File: config.mk
export PLATFORM = sky130hd
export DESIGN_NAME = host_param_seq_flat
export DESIGN_NICKNAME = d
export VERILOG_FILES = /design/src/rtl/host_param_seq_if.sv /design/src/rtl/host_param_seq.sv /design/src/flat_wrapper.sv
export SDC_FILE = /design/constraint.sdc
export NUM_CORES = 1
export LEC_CHECK = 0
export CAP_MARGIN = 20
export CORE_ASPECT_RATIO = 2
export CORE_UTILIZATION = 30
export CTS_CLUSTER_DIAMETER = 50
export DETAILED_ROUTE_END_ITERATION = 10
export PLACE_DENSITY = 0.52
export SETUP_SLACK_MARGIN = 0.15
export SLEW_MARGIN = 15
export SYNTH_ARGS = -nofsm -noshare
export SYNTH_HDL_FRONTEND = slang
export SYNTH_SLANG_ARGS = --single-unit
File: constraint.sdc
create_clock -name clk -period 7.75 [get_ports clk]
set_input_delay 1.55 -clock clk [delete_from_list [all_inputs] [get_ports clk]]
set_output_delay 1.55 -clock clk [all_outputs]
set_load 0.01 [all_outputs]
File: src/rtl/host_param_seq_if.sv
// 8080-style host write bus: chip select, address, write strobe and data.
// The host drives the master side; the sequencer samples the slave side.
interface host_param_seq_if #(
    parameter int unsigned DW = 8
);
    logic          ce_x;
    logic          a0;
    logic          wr_x;
    logic [DW-1:0] dat;

    modport master (output ce_x, a0, wr_x, dat);
    modport slave  (input  ce_x, a0, wr_x, dat);
endinterface

File: src/rtl/host_param_seq.sv
// Host command/parameter sequencer: synchronises the async host write bus, decodes
// commands and parameter writes, and fills an NREG-deep parameter register file.
module host_param_seq #(
    parameter int unsigned   DW       = 8,
    parameter int unsigned   NREG     = 8,
    parameter int unsigned   RIW      = 3,
    parameter logic [DW-1:0] CMD_BASE = DW'(8'h40)
) (
    input  logic                 clk,
    input  logic                 rst,
    host_param_seq_if.slave      host,
    output logic                 cmd_vld,
    output logic [DW-1:0]        cmd_code,
    output logic                 reg_we,
    output logic [RIW-1:0]       reg_idx,
    output logic [DW-1:0]        reg_wdata,
    output logic                 seq_done,
    output logic                 seq_err,
    output logic [NREG*DW-1:0]   reg_flat
);

    typedef enum logic [0:0] {StIdle, StParam} state_e;

    logic          wr_s1_q, wr_s1_d, s_wr_q, s_wr_d, wr_prev_q, wr_prev_d;
    logic          a0_s1_q, a0_s1_d, s_a0_q, s_a0_d, cap_a0_q, cap_a0_d;
    logic [DW-1:0] dat_s1_q, dat_s1_d, s_dat_q, s_dat_d, cap_dat_q, cap_dat_d;

    state_e         state_q, state_d;
    logic [RIW-1:0] ptr_q, ptr_d;
    logic [DW-1:0]  regs_q [NREG];
    logic [DW-1:0]  regs_d [NREG];
    logic           cmd_vld_q, cmd_vld_d, reg_we_q, reg_we_d, seq_done_q, seq_done_d;
    logic           seq_err_q, seq_err_d;
    logic [DW-1:0]  cmd_code_q, cmd_code_d, reg_wdata_q, reg_wdata_d;
    logic [RIW-1:0] reg_idx_q, reg_idx_d;
    logic           ev;

    always_comb begin
        wr_s1_d   = ~host.ce_x & ~host.wr_x;
        s_wr_d    = wr_s1_q;
        wr_prev_d = s_wr_q;
        a0_s1_d   = host.a0;
        s_a0_d    = a0_s1_q;
        dat_s1_d  = host.dat;
        s_dat_d   = dat_s1_q;
        // Capture tracks the bus while the strobe is active so the event sees the last value.
        cap_a0_d  = s_wr_q ? s_a0_q  : cap_a0_q;
        cap_dat_d = s_wr_q ? s_dat_q : cap_dat_q;
    end

    assign ev = ~s_wr_q & wr_prev_q;

    always_comb begin
        state_d     = state_q;
        ptr_d       = ptr_q;
        regs_d      = regs_q;
        cmd_vld_d   = 1'b0;
        reg_we_d    = 1'b0;
        seq_done_d  = 1'b0;
        seq_err_d   = seq_err_q;
        cmd_code_d  = cmd_code_q;
        reg_idx_d   = reg_idx_q;
        reg_wdata_d = reg_wdata_q;
        if (ev) begin
            if (cap_a0_q) begin
                cmd_code_d = cap_dat_q;
                seq_err_d  = 1'b0;
                ptr_d      = '0;
                if (cap_dat_q == CMD_BASE) begin
                    state_d = StParam;
                end else begin
                    state_d   = StIdle;
                    cmd_vld_d = 1'b1;
                end
            end else begin
                unique case (state_q)
                    StParam: begin
                        regs_d[ptr_q] = cap_dat_q;
                        reg_we_d      = 1'b1;
                        reg_idx_d     = ptr_q;
                        reg_wdata_d   = cap_dat_q;
                        if (ptr_q == RIW'(NREG - 1)) begin
                            seq_done_d = 1'b1;
                            state_d    = StIdle;
                            ptr_d      = '0;
                        end else begin
                            ptr_d = ptr_q + RIW'(1);
                        end
                    end
                    default: seq_err_d = 1'b1;
                endcase
            end
        end
    end

    always_ff @(posedge clk or posedge rst) begin
        if (rst) begin
            wr_s1_q     <= 1'b0;
            s_wr_q      <= 1'b0;
            wr_prev_q   <= 1'b0;
            a0_s1_q     <= 1'b0;
            s_a0_q      <= 1'b0;
            cap_a0_q    <= 1'b0;
            dat_s1_q    <= '0;
            s_dat_q     <= '0;
            cap_dat_q   <= '0;
            state_q     <= StIdle;
            ptr_q       <= '0;
            regs_q      <= '{default: '0};
            cmd_vld_q   <= 1'b0;
            reg_we_q    <= 1'b0;
            seq_done_q  <= 1'b0;
            seq_err_q   <= 1'b0;
            cmd_code_q  <= '0;
            reg_idx_q   <= '0;
            reg_wdata_q <= '0;
        end else begin
            wr_s1_q     <= wr_s1_d;
            s_wr_q      <= s_wr_d;
            wr_prev_q   <= wr_prev_d;
            a0_s1_q     <= a0_s1_d;
            s_a0_q      <= s_a0_d;
            cap_a0_q    <= cap_a0_d;
            dat_s1_q    <= dat_s1_d;
            s_dat_q     <= s_dat_d;
            cap_dat_q   <= cap_dat_d;
            state_q     <= state_d;
            ptr_q       <= ptr_d;
            regs_q      <= regs_d;
            cmd_vld_q   <= cmd_vld_d;
            reg_we_q    <= reg_we_d;
            seq_done_q  <= seq_done_d;
            seq_err_q   <= seq_err_d;
            cmd_code_q  <= cmd_code_d;
            reg_idx_q   <= reg_idx_d;
            reg_wdata_q <= reg_wdata_d;
        end
    end

    assign cmd_vld   = cmd_vld_q;
    assign cmd_code  = cmd_code_q;
    assign reg_we    = reg_we_q;
    assign reg_idx   = reg_idx_q;
    assign reg_wdata = reg_wdata_q;
    assign seq_done  = seq_done_q;
    assign seq_err   = seq_err_q;

    for (genvar i = 0; i < NREG; i++) begin : g_flat
        assign reg_flat[i*DW +: DW] = regs_q[i];
    end

endmodule

File: src/flat_wrapper.sv
// flat-port wrapper written by rule: the top's interface ports become plain ports
module host_param_seq_flat 
#(
    parameter int unsigned   DW       = 8,
    parameter int unsigned   NREG     = 8,
    parameter int unsigned   RIW      = 3,
    parameter logic [DW-1:0] CMD_BASE = DW'(8'h40)
)
  (clk, rst, cmd_vld, cmd_code, reg_we, reg_idx, reg_wdata, seq_done, seq_err, reg_flat, host_ce_x, host_a0, host_wr_x, host_dat);
  host_param_seq_if #(.DW(DW)) host_i ();
  input  logic clk;
  input  logic rst;
  output logic cmd_vld;
  output logic [DW-1:0] cmd_code;
  output logic reg_we;
  output logic [RIW-1:0] reg_idx;
  output logic [DW-1:0] reg_wdata;
  output logic seq_done;
  output logic seq_err;
  output logic [NREG*DW-1:0] reg_flat;
  input wire logic [$bits(host_i.ce_x)-1:0] host_ce_x;
  input wire logic [$bits(host_i.a0)-1:0] host_a0;
  input wire logic [$bits(host_i.wr_x)-1:0] host_wr_x;
  input wire logic [$bits(host_i.dat)-1:0] host_dat;
  assign host_i.ce_x = host_ce_x;
  assign host_i.a0 = host_a0;
  assign host_i.wr_x = host_wr_x;
  assign host_i.dat = host_dat;
  host_param_seq #(.DW(DW), .NREG(NREG), .RIW(RIW), .CMD_BASE(CMD_BASE)) u_core (.clk(clk), .rst(rst), .host(host_i), .cmd_vld(cmd_vld), .cmd_code(cmd_code), .reg_we(reg_we), .reg_idx(reg_idx), .reg_wdata(reg_wdata), .seq_done(seq_done), .seq_err(seq_err), .reg_flat(reg_flat));
endmodule
After elaboration in Yosys (flattened, before gate mapping):

Cells that the tools add are included.
Widths: inputs -> output; s select.

* word-level logic and storage cells: 67
* input port bits: 13
* register bits after elaboration: 121

* bitwise operators: 7
* reduce and logical (&&, ||, !) cells: 6
* equality and inequality tests: 3
* multiplexer cells: 22
* magnitude comparators: 2
* add/subtract/negate cells: 1

Operator list (number)
* $bwmux 64: 1
* $demux 8 s3: 1
* $mux 1: 16
* $mux 3: 3
* $eq 8x7->1 const B: 1
* $mux 8: 1
* $reduce_and 2->1: 3
* $ge 4x4->1 const B: 1
* $lt 4x1->1 const B: 1
* $not 1->1: 4
* $not 3->4: 1
* $add 3x1->3 const B: 1
* $eq 3x3->1 const B: 1
* $reduce_and 3->1: 1
* $and 1x1->1: 2
* $ne 2x1->1 const B: 1
* $reduce_bool 2->1: 1
* $logic_and 1x1->1: 1

Logic depth before layout (Yosys ltp):

Gate-level depths: netlist of the first run.

* word-level depth: 6
* mapped depth: 5

Worst setup path after synthesis of the first run:

No wires, ideal clock.

* kind: reg-to-output
* from: reg u_core.seq_err_q, in the netlist u_core.seq_err
* to: out seq_err
* arrival time: 0.385 ns
* path slack: 5.815 ns
* required time: 6.200 ns
* buffers on the path: 0
* cell stages (with the launch flop): 1
* cell sequence: dfrtp_1

RTL lines
* start, declared: line host_param_seq.sv:33 `logic seq_err_q, seq_err_d;`
* start signal, assigned: line host_param_seq.sv:133 `seq_err_q <= seq_err_d;`
* end, declared: line flat_wrapper.sv:19 `output logic seq_err;`

No word-level cell between the ends.

==> qor.yml, run 1 <==
status:
  status: "completed"
synth:
  synth_top_area_share_pct: 68.2
  yosysMostFrequentCell: "dfrtp_1"
  async_reset_ff_share_pct: 100
  synthXorXnorAreaFrac_pct: 0
  synth-edff-count: 0
  syn_nets: 281
  synth_compound_area_share_pct: 1.24
  synth-seq-cells: 121
  syn_inst: 266
  yosys.area_share.simple_pct: 3.97
  ys.flop_type: "dfrtp_1"
  yosysTopAreaCell: "dfrtp_1"
  synth_cell_types: 30
  muxShareOfSynthArea_pct: 23.5
  syn_avg_cell_area_um2: 16.7
  yosys-top-cells-count: "dfrtp_1 (121), mux2_2 (90), clkbuf_1 (11)"
  synth_fa_ha_area_share_pct: 0.564
  seq_area_frac_synth_pct: 68.2
  yosys-top-cells-area: "dfrtp_1 (68%), mux2_2 (23%), clkbuf_1 (0.93%)"
  synth_top_family_by_area: "multiplexers"
  netlist_area_mm2: 0.00444
  yosysWarnings: 0
sta:
  skew_ns: 0.00898
  rsz0062_at_grt: "false"
  finalCritPeriodShare_pct: 37.6
  relSlewSlack_pct: 47.3
  finalCriticalPeriod_ns: 2.92
  max_freq_ghz: 0.343
  hold_viol_final: 0
  setup_tns_ns: 0
  slew_violations: 0
  whs_ns: 0.345
  tightestPinTransition_ns: 0.790
  setup_viol: 0
global_routing:
  grt_antenna_before_repair: 0
  track_usage_pct: 14.6
  grt_start_max_net_pins: 65
  grt_pass1_wl_mm: 15.9
  grt_pass1_vias: 2737
  overflow: 0
clock_tree:
  clock_latency_ns: 0.41
  clock_sinks: 121
  root_buffer: "clkbuf_16"
  path_clk_slew_ns: 0.05
  cts_setup_buffers: 0
  htreeDepth: 4
  tritoncts: "yes"
  cts_resized: 0
  cts_hold_buf: 0
  cts_buffers: 17
  clockBufferDepth: 2
route:
  via_count: 2526
  vias_per_cell: 4.44
  postRouteAntennaNets: 0
  dr.pass1.iters: 4
  drc_errors: 0
  drt-initial-drc-count: 111
  avgRoutedWirePerCell_um: 17.8
  wirelength_mm: 10.2
floorplanning:
  rows: 62
  die_h_um: 174
  ios: 100
  die_area_mm2: 0.0153
  fp.coreArea_mm2: 0.0144
  die_w_um: 88.0
  start_util_pct: 30.8
place:
  placed_cell_area_mm2: 0.00560
  placement.io_buffers: 99
  gp_congestion: 0.687
  dp_hpwl_mm: 6.83
cells_and_area:
  antennaDiodeCount: 0
  drive_gt1_share_pct: 33.2
  nets: 383
  area_delta_synth_final_pct: 38.0
  final_cell_area_mm2: 0.00613
  fill_cells: 1399
worst_setup_path:
  arrival_ns: 3.35
  start_kind: "input pin"
  setup.worst_path.class: "input pin to async pin"
  endpoint_kind: "async pin"
  cp_max_fo: 64
  worstPathRequired_ns: 8.19
job:
  max-cap-violations: 0
pwr:
  finalPower_uw: 1530
  ir_worst_vdd_uv: 157
  powerDensity_mw_per_mm2: 249
  p_leak_uw: 0.00286
worst_hold_path:
  hold_path_class: "flip-flop to flip-flop"
-- path summary, 6_finish.rpt --
check	startpoint	to	slack, ns	cells past startpoint
setup / recovery	rst	u_core.s_dat_q[5]$_DFF_PP0_	4.83	3
hold / removal	u_core.dat_s1_q[2]$_DFF_PP0_	u_core.s_dat_q[2]$_DFF_PP0_	0.34	0
setup reg to reg	u_core.s_wr_q$_DFF_PP0_	u_core.reg_flat[48]$_DFFE_PP0P_	5.13	4
hold reg to reg	u_core.dat_s1_q[2]$_DFF_PP0_	u_core.s_dat_q[2]$_DFF_PP0_	0.34	0
max in group clk	u_core.reg_flat[0]$_DFFE_PP0P_	reg_flat[0]	4.86	1
min in group asynchronous	rst	u_core.reg_flat[59]$_DFFE_PP0P_	1.62	2
-- report_power, final --
group	internal [uW]	leakage (uW)	total, uW	switching [uW]
registers	666	0.00161	713	47.3
logic	64.2	0.000997	104	40.2
clock network	456	0.000262	708	251
-- placed cells by master, fill, tap and decap left out, drive strengths merged, types with 3 or more instances in the layout --
cell type and count:
nand2 4, nor2 5, mux2 92, o21ai 3, clkbuf 24, clkdlybuf4s50 99
dfrtp 121, clkinv 3
-- registers in the layout, indices dropped and copies added, names as in the netlist, 3 cells and up --
| signal | flops |
|---|---|
| u_core.ptr_q | 3 |
| u_core.cmd_code | 8 |
| u_core.cap_dat_q | 8 |
| u_core.reg_idx | 3 |
| u_core.reg_wdata | 8 |
| u_core.reg_flat | 64 |
| u_core.s_dat_q | 8 |
| u_core.dat_s1_q | 8 |
-- cell type report --
cell class                 count  area (um2)  area share [%]
timing repair buffer         101        1010            16.4
inverter                       2        10.0           0.163
multi-input combinational    125        1320            21.5
sequential                   121        3030            49.4
clock inverter                 4        45.0           0.735
tap                          192         240            3.92
clock buffer                  24         482            7.86
-- metal layers --
| metal | wire (um) | global-route usage (%) | up-vias |
|---|---|---|---|
| li1 | - | - | 1134 |
| met1 | 3900 | 16.5 | 1313 |
| met2 | 5640 | 25.1 | 67 |
| met3 | 375 | 3.61 | 12 |
| met4 | 238 | 6.99 | 0 |
| met5 | 0 | 0 | - |
-- worst max-delay path, cell delays in order --
cell,delay [ns]
clkdlybuf4s50_1,0.45
inv_4,0.52
buf_4,0.75
-- kinds of logic after synthesis --
kind of cell	count (synthesis)
compound gates	8
mux	92
simple gates	23
fa+ha+maj	2
flops	121
buf+inv	20
-- metrics by stage --
stage	util [%]	setup WS (ns)	instances
2_1_floorplan	-	2.99	266
3_3_place_gp	38.8	4.40	541
3_5_place_dp	38.8	4.31	541
4_1_cts	42.5	4.75	569
5_1_grt	42.5	4.53	569
6_report	42.5	4.83	569
(Power assumes the default switching activity.)
==> inputs of run 2 (changes only) <==
==> constraint.sdc (replaced) <==
create_clock -name clk -period 2.8 [get_ports clk]
set_input_delay 0.56 -clock clk [delete_from_list [all_inputs] [get_ports clk]]
set_output_delay 0.56 -clock clk [all_outputs]
set_load 0.01 [all_outputs]
==> run 2 against run 1 <==
  * Combinational power rose to 2.9 times the previous value
  * Global-route usage rose by 0.69 points
  * Die area did not move
  * Sequential power rose to 2.8 times the previous value
  * Cell count rose by 1.1%
  * Worst hold slack improved by 0.0011 ns
  * Register-to-register slack got worse by 4.4 ns
  * Non-clock buffer count rose by 2
  * First-iteration DRC count fell by 2.7%
  * Routed wire length rose by 6.1%
  * Critical path type is now flip-flop to flip-flop
  * Largest power group is now clock
  * Highest routed layer unchanged
==> qor.yml, run 2 (same netlist as run 1, synthesis figures left out) <==
status:
  status: "completed"  # unchanged
global_routing:
  grt_pass1_wl_mm: 16.4  # was 15.9 mm
  overflow: 0  # unchanged
  grt_start_max_net_pins: 65  # unchanged
  grt_antenna_before_repair: 0  # unchanged
  track_usage_pct: 15.3  # was 14.6%
  grt_pass1_vias: 2834  # was 2,737
clock_tree:
  tritoncts: "yes"  # unchanged
  cts_hold_buf: 0  # unchanged
  cts_resized: 0  # unchanged
  cts_buffers: 17  # unchanged
  clock_sinks: 121  # unchanged
  root_buffer: "clkbuf_16"  # unchanged
  clockBufferDepth: 2  # unchanged
  cts_setup_buffers: 0  # unchanged
  htreeDepth: 4  # unchanged
  clock_latency_ns: 0.41  # about the same
  path_clk_slew_ns: 0.05  # about the same
route:
  postRouteAntennaNets: 0  # unchanged
  drc_errors: 0  # unchanged
  avgRoutedWirePerCell_um: 18.7  # was 17.8 um
  wirelength_mm: 10.8  # was 10.2 mm
  vias_per_cell: 4.46  # was 4.44
  via_count: 2562  # was 2,526
  drt-initial-drc-count: 108  # was 111
  dr.pass1.iters: 4  # unchanged
pwr:
  finalPower_uw: 4670  # was 1530 uW
  ir_worst_vdd_uv: 407  # was 157 uV
  p_leak_uw: 0.00292  # was 0.00286 uW
  powerDensity_mw_per_mm2: 741  # was 249 mW/mm2
worst_setup_path:
  regToRegStartpoint: "u_core.cap_a0_q$_DFFE_PP0P_"  # was u_core.s_wr_q$_DFF_PP0_
  cp_max_fo: 24  # was 64
  setup.worst_path.class: "flip-flop to flip-flop"  # was input pin to async pin
  worstPathRequired_ns: 3.08  # was 8.19 ns
  start_kind: "flip-flop"  # was input pin
  arrival_ns: 2.35  # was 3.35 ns
  ff2ff_setup_slack_ns: 0.73  # was 5.13 ns
  crit_path_end: "u_core.reg_flat[48]$_DFFE_PP0P_"  # was u_core.s_dat_q[5]$_DFF_PP0_
  endpoint_kind: "flip-flop"  # was async pin
  reg2reg_depth: 4  # unchanged
  cp-startpoint: "u_core.cap_a0_q$_DFFE_PP0P_"  # was rst
  r2r-end: "u_core.reg_flat[48]$_DFFE_PP0P_"  # unchanged
floorplanning:
  die_h_um: 174  # unchanged
  die_area_mm2: 0.0153  # unchanged
  start_util_pct: 30.8  # unchanged
  fp.coreArea_mm2: 0.0144  # unchanged
  ios: 100  # unchanged
  die_w_um: 88.0  # unchanged
  rows: 62  # unchanged
sta:
  slew_violations: 0  # unchanged
  rsz0062_at_grt: "false"  # unchanged
  setup_viol: 0  # unchanged
  finalCritPeriodShare_pct: 73.8
  tightestPinTransition_ns: 0.691  # was 0.790 ns
  hold_viol_final: 0  # unchanged
  setup_tns_ns: 0  # unchanged
  skew_ns: 0.00772  # was 0.00898 ns
  whs_ns: 0.346  # was 0.345 ns
  max_freq_ghz: 0.484
  relSlewSlack_pct: 53.9  # was 47.3%
  finalCriticalPeriod_ns: 2.07
cells_and_area:
  seqCellArea_mm2: 0.00303  # unchanged
  fill_cells: 1336  # was 1,399
  multi_input_area_mm2: 0.00132  # unchanged
  utilization_pct: 43.6  # was 42.5%
  antennaDiodeCount: 0  # unchanged
  drive_gt1_share_pct: 34.7  # was 33.2%
  final_cell_mix: "dfrtp_1 (121), clkdlybuf4s50_1 (99), mux2_2 (90)"  # unchanged
  area_delta_synth_final_pct: 41.8  # was 38.0%
  final_common_cell: "dfrtp_1"  # unchanged
  nets: 385  # was 383
  largest_reg_flops: 64  # unchanged
place:
  gp_congestion: 0.711  # was 0.687
  dp_hpwl_mm: 7.20  # was 6.83 mm
  placement.io_buffers: 99  # unchanged
worst_hold_path:
  hold_depth: 0  # unchanged
  hold_path_class: "flip-flop to flip-flop"  # unchanged
job:
  max-cap-violations: 0  # unchanged
[run 2: changes by cell type in the layout (fill, tap and decap cells not counted)]
cell and delta:
clkbuf_8 -1, clkbuf_1 -2, clkinv_2 -2, buf_12 +2, clkinvlp_4 +5, clkinv_4 +1
inv_4 -1, bufinv_16 +4
[run 2: critical path: stages, from the launching register on]
cell      delay, ns
dfrtp_1        0.43
nor4bb_4       0.28
buf_4          0.35
and4b_1        0.48
mux2_2         0.39
[run 2: power breakdown]
| part | total, uW | internal (uW) | switching [uW] |
|---|---|---|---|
| clock | 2390 | 1630 | 760 |
| sequential | 1980 | 1840 | 139 |
| combinational | 300 | 183 | 116 |
[run 2: cell type report]
type | instances | area share (%)
clock buffers | 21 | 7.31
clock inverters | 11 | 3.08
inverters | 2 | 0.179
multi-input cells | 125 | 20.9
flip-flops and latches | 121 | 48.1
well taps | 192 | 3.82
repair buffers | 103 | 16.6
[run 2: how the worst min path moves through the flow]
stage / start / end / slack [ns]
floorplan: u_core.a0_s1_q$_DFF_PP0_ / u_core.s_a0_q$_DFF_PP0_ / 0.33
global placement: u_core.dat_s1_q[5]$_DFF_PP0_ / u_core.s_dat_q[5]$_DFF_PP0_ / 0.33
detailed placement: u_core.dat_s1_q[3]$_DFF_PP0_ / u_core.s_dat_q[3]$_DFF_PP0_ / 0.33
CTS: u_core.dat_s1_q[1]$_DFF_PP0_ / u_core.s_dat_q[1]$_DFF_PP0_ / 0.35
global route: u_core.dat_s1_q[4]$_DFF_PP0_ / u_core.s_dat_q[4]$_DFF_PP0_ / 0.35
finish: u_core.dat_s1_q[1]$_DFF_PP0_ / u_core.s_dat_q[1]$_DFF_PP0_ / 0.35
[run 2: stage by stage]
stage	worst slack, ns	cells	cell area, um2
6_report	0.734	575	6290
5_1_grt	0.653	575	6290
4_1_cts	0.728	575	6290
3_5_place_dp	0.746	543	5640
3_3_place_gp	0.816	543	5640
2_1_floorplan	0.757	266	4440
[run 2: routing by layer]
metal	GRT usage, %	vias up	part of all wire [%]
met5	0	-	0
met4	7.33	0	2.3
met2	27.4	66	57
met1	16.2	1339	37
li1	-	1141	-
met3	3.85	16	3.5
==> inputs of run 3 (changes only) <==
--- a/config.mk
+++ b/config.mk
@@ -10,7 +10,7 @@
 export CORE_UTILIZATION = 30
 export CTS_CLUSTER_DIAMETER = 50
 export DETAILED_ROUTE_END_ITERATION = 10
-export PLACE_DENSITY = 0.52
+export PLACE_DENSITY = 0.54
 export SETUP_SLACK_MARGIN = 0.15
 export SLEW_MARGIN = 15
 export SYNTH_ARGS = -nofsm -noshare
==> constraint.sdc (replaced) <==
create_clock -name clk -period 1.7 [get_ports clk]
set_input_delay 0.34 -clock clk [delete_from_list [all_inputs] [get_ports clk]]
set_output_delay 0.34 -clock clk [all_outputs]
set_load 0.01 [all_outputs]
==> run 3 against run 2 <==
  * The flow now finishes with violations (negative setup slack)
  * Power rose by 57%
  * Fmax rose by 17%
  * Via count rose by 4.1%
  * First-iteration DRC count fell by 18%
  * Critical path depth rose by 1
  * Cell area rose by 5.1%
  * Clock skew fell by 0.0012 ns
  * Routed wire length fell by 0.26%
  * Combinational power rose by 110%
  * Cell count rose by 3.8%
  * Register-to-register slack got worse by 0.79 ns
  * Critical path type unchanged
==> qor.yml, run 3 (same netlist as run 1, synthesis figures left out) <==
sta:
  finalCriticalPeriod_ns: 1.76  # was 2.07 ns
  max_freq_ghz: 0.568  # was 0.484 GHz
  slew_violations: 0  # unchanged
  relSlewSlack_pct: 60.2  # was 53.9%
  finalCritPeriodShare_pct: 104  # was 73.8%
  skew_ns: 0.00651  # was 0.00772 ns
  setup_viol: 16  # was 0
  rsz0062_at_grt: "true"  # was false
  tightestPinTransition_ns: 0.595  # was 0.691 ns
  hold_viol_final: 0  # unchanged
  whs_ns: 0.347  # was 0.346 ns
  fin_ws_ns: -0.0601  # was 0.734 ns
pwr:
  p_leak_uw: 0.00351  # was 0.00292 uW
  ir_worst_vdd_uv: 698  # was 407 uV
  powerDensity_mw_per_mm2: 1110  # was 741 mW/mm2
floorplanning:
  die_w_um: 88.0  # unchanged
  ios: 100  # unchanged
  die_area_mm2: 0.0153  # unchanged
  rows: 62  # unchanged
  fp.coreArea_mm2: 0.0144  # unchanged
  start_util_pct: 30.8  # unchanged
  die_h_um: 174  # unchanged
route:
  avgRoutedWirePerCell_um: 18.0  # was 18.7 um
  dr.pass1.iters: 4  # unchanged
  postRouteAntennaNets: 0  # unchanged
  via_count: 2668  # was 2,562
  vias_per_cell: 4.47  # was 4.46
  wirelength_mm: 10.7  # was 10.8 mm
  drc_errors: 0  # unchanged
  drt-initial-drc-count: 89  # was 108
cells_and_area:
  drive_gt1_share_pct: 39.5  # was 34.7%
  antennaDiodeCount: 0  # unchanged
  nets: 409  # was 385
  final_cell_area_mm2: 0.00662  # was 0.00629 mm2
  utilization_pct: 45.9  # was 43.6%
  area_delta_synth_final_pct: 49.1  # was 41.8%
  final_common_cell: "dfrtp_1"  # unchanged
  largest_reg_flops: 64  # unchanged
  final_cell_mix: "dfrtp_1 (119), dlygate4sd2_1 (87), mux2_2 (46), mux2_4 (46), clkbuf_16 (17)"  # was dfrtp_1 (121), clkdlybuf4s50_1 (99), mux2_2 (90)
worst_setup_path:
  start_kind: "flip-flop"  # unchanged
  endpoint_kind: "flip-flop"  # unchanged
  setup.worst_path.class: "flip-flop to flip-flop"  # unchanged
  arrival_ns: 2.05  # was 2.35 ns
  reg2reg_depth: 5  # was 4
  cp_max_fo: 8  # was 24
  worstPathRequired_ns: 1.99  # was 3.08 ns
status:
  status: "finished, violations left"  # was completed
  violations: "negative setup slack"
clock_tree:
  clock_sinks: 121  # unchanged
  cts_buffers: 17  # unchanged
  tritoncts: "yes"  # unchanged
  cts_hold_buf: 0  # unchanged
  clock_latency_ns: 0.41  # about the same
  htreeDepth: 4  # unchanged
  path_clk_slew_ns: 0.05  # about the same
  root_buffer: "clkbuf_16"  # unchanged
  clockBufferDepth: 2  # unchanged
place:
  placed_cell_area_mm2: 0.00588  # was 0.00564 mm2
  placement.io_buffers: 99  # unchanged
  dp_hpwl_mm: 7.01  # was 7.20 mm
  gp_congestion: 0.717  # was 0.711
global_routing:
  grt_pass1_vias: 2929  # was 2,834
  grt_antenna_before_repair: 0  # unchanged
  grt_pass1_wl_mm: 17.0  # was 16.4 mm
  grt_start_max_net_pins: 70  # was 65
  track_usage_pct: 15.4  # was 15.3%
  overflow: 0  # unchanged
job:
  max-cap-violations: 0  # unchanged
worst_hold_path:
  hold_path_class: "flip-flop to flip-flop"  # unchanged
  hold_depth: 0  # unchanged
-- run 3: cell types whose count changed in the layout (fill, tap and decap cells not counted), moves of 2 or more --
| cell | before | now |
|---|---|---|
| mux2_2 | 90 | 46 |
| clkdlybuf4s50_1 | 99 | 12 |
| buf_4 | 2 | 16 |
| buf_12 | 2 | 8 |
| clkinv_2 | 1 | 5 |
| dfrtp_1 | 121 | 119 |
| clkinvlp_4 | 5 | 2 |
| mux2_4 | 2 | 46 |
| dfrtp_2 | 0 | 2 |
| buf_6 | 0 | 3 |
| bufinv_16 | 5 | 3 |
| nand2_8 | 0 | 2 |
| dlygate4sd2_1 | 0 | 87 |
-- run 3: repair_timing --
| action | in CTS | in global routing |
|---|---|---|
| gates cloned | 1 | 0 |
| resized for setup | 117 | 5 |
| pin swaps | 1 | 2 |
| setup endpoints to repair | 168 | 77 |
| endpoints found under the hold margin | 0 | 0 |
| setup buffers | 5 | 3 |
-- run 3: metal layers --
metal / share of wire (%) / wire, um / vias to the layer above / GRT usage [%]
li1: - / - / 1191 / -
met2: 54 / 5820 / 68 / 26.2
met3: 4.3 / 466 / 17 / 4.65
met5: 0 / 0 / - / 0
met4: 1.7 / 188 / 0 / 6.25
met1: 40 / 4270 / 1392 / 17.7
-- run 3: path summary, 6_finish.rpt --
kind                                              start                         endpoint  slack (ns)
hold reg to reg            u_core.dat_s1_q[1]$_DFF_PP0_      u_core.s_dat_q[1]$_DFF_PP0_        0.35
min in group asynchronous                           rst  u_core.reg_flat[39]$_DFFE_PP0P_        0.39
hold / removal             u_core.dat_s1_q[1]$_DFF_PP0_      u_core.s_dat_q[1]$_DFF_PP0_        0.35
max in group asynchronous                           rst      u_core.ptr_q[1]$_DFFE_PP0P_        0.99
setup reg to reg                u_core.s_wr_q$_DFF_PP0_  u_core.reg_flat[52]$_DFFE_PP0P_       -0.06
setup / recovery                u_core.s_wr_q$_DFF_PP0_  u_core.reg_flat[52]$_DFFE_PP0P_       -0.06
-- run 3: through the flow --
step	TNS [ns]	setup WS, ns	power [uW]	instances
6_report	-0.872	-0.0601	7340	597
5_1_grt	-3.42	-0.135	7630	597
4_1_cts	-1.48	-0.0853	7470	594
3_5_place_dp	-2.02	-0.142	3880	558
3_3_place_gp	-0.399	-0.0504	3860	558
2_1_floorplan	-14.92	-0.123	3440	266
-- run 3: worst max-delay path: stages (launching register included) --
cell and delay, ns:
dfrtp_1 0.40, nor4bb_4 0.37, buf_4 0.18, and4b_1 0.24
buf_12 0.15, mux2_4 0.29
-- run 3: cell type report --
class / instances / area (um2)
flip-flops and latches: 121 / 3030
clock buffers: 21 / 470
fillers: 1383 / 7810
repair buffers: 127 / 1220
inverters: 2 / 11.3
well taps: 192 / 240
clock inverters: 9 / 123
multi-input cells: 125 / 1520
-- run 3: power breakdown --
part / switching [uW] / leakage [uW] / internal (uW)
clock network: 1220 / 0.000294 / 2390
logic: 341 / 0.00161 / 286
registers: 72.3 / 0.00160 / 3040
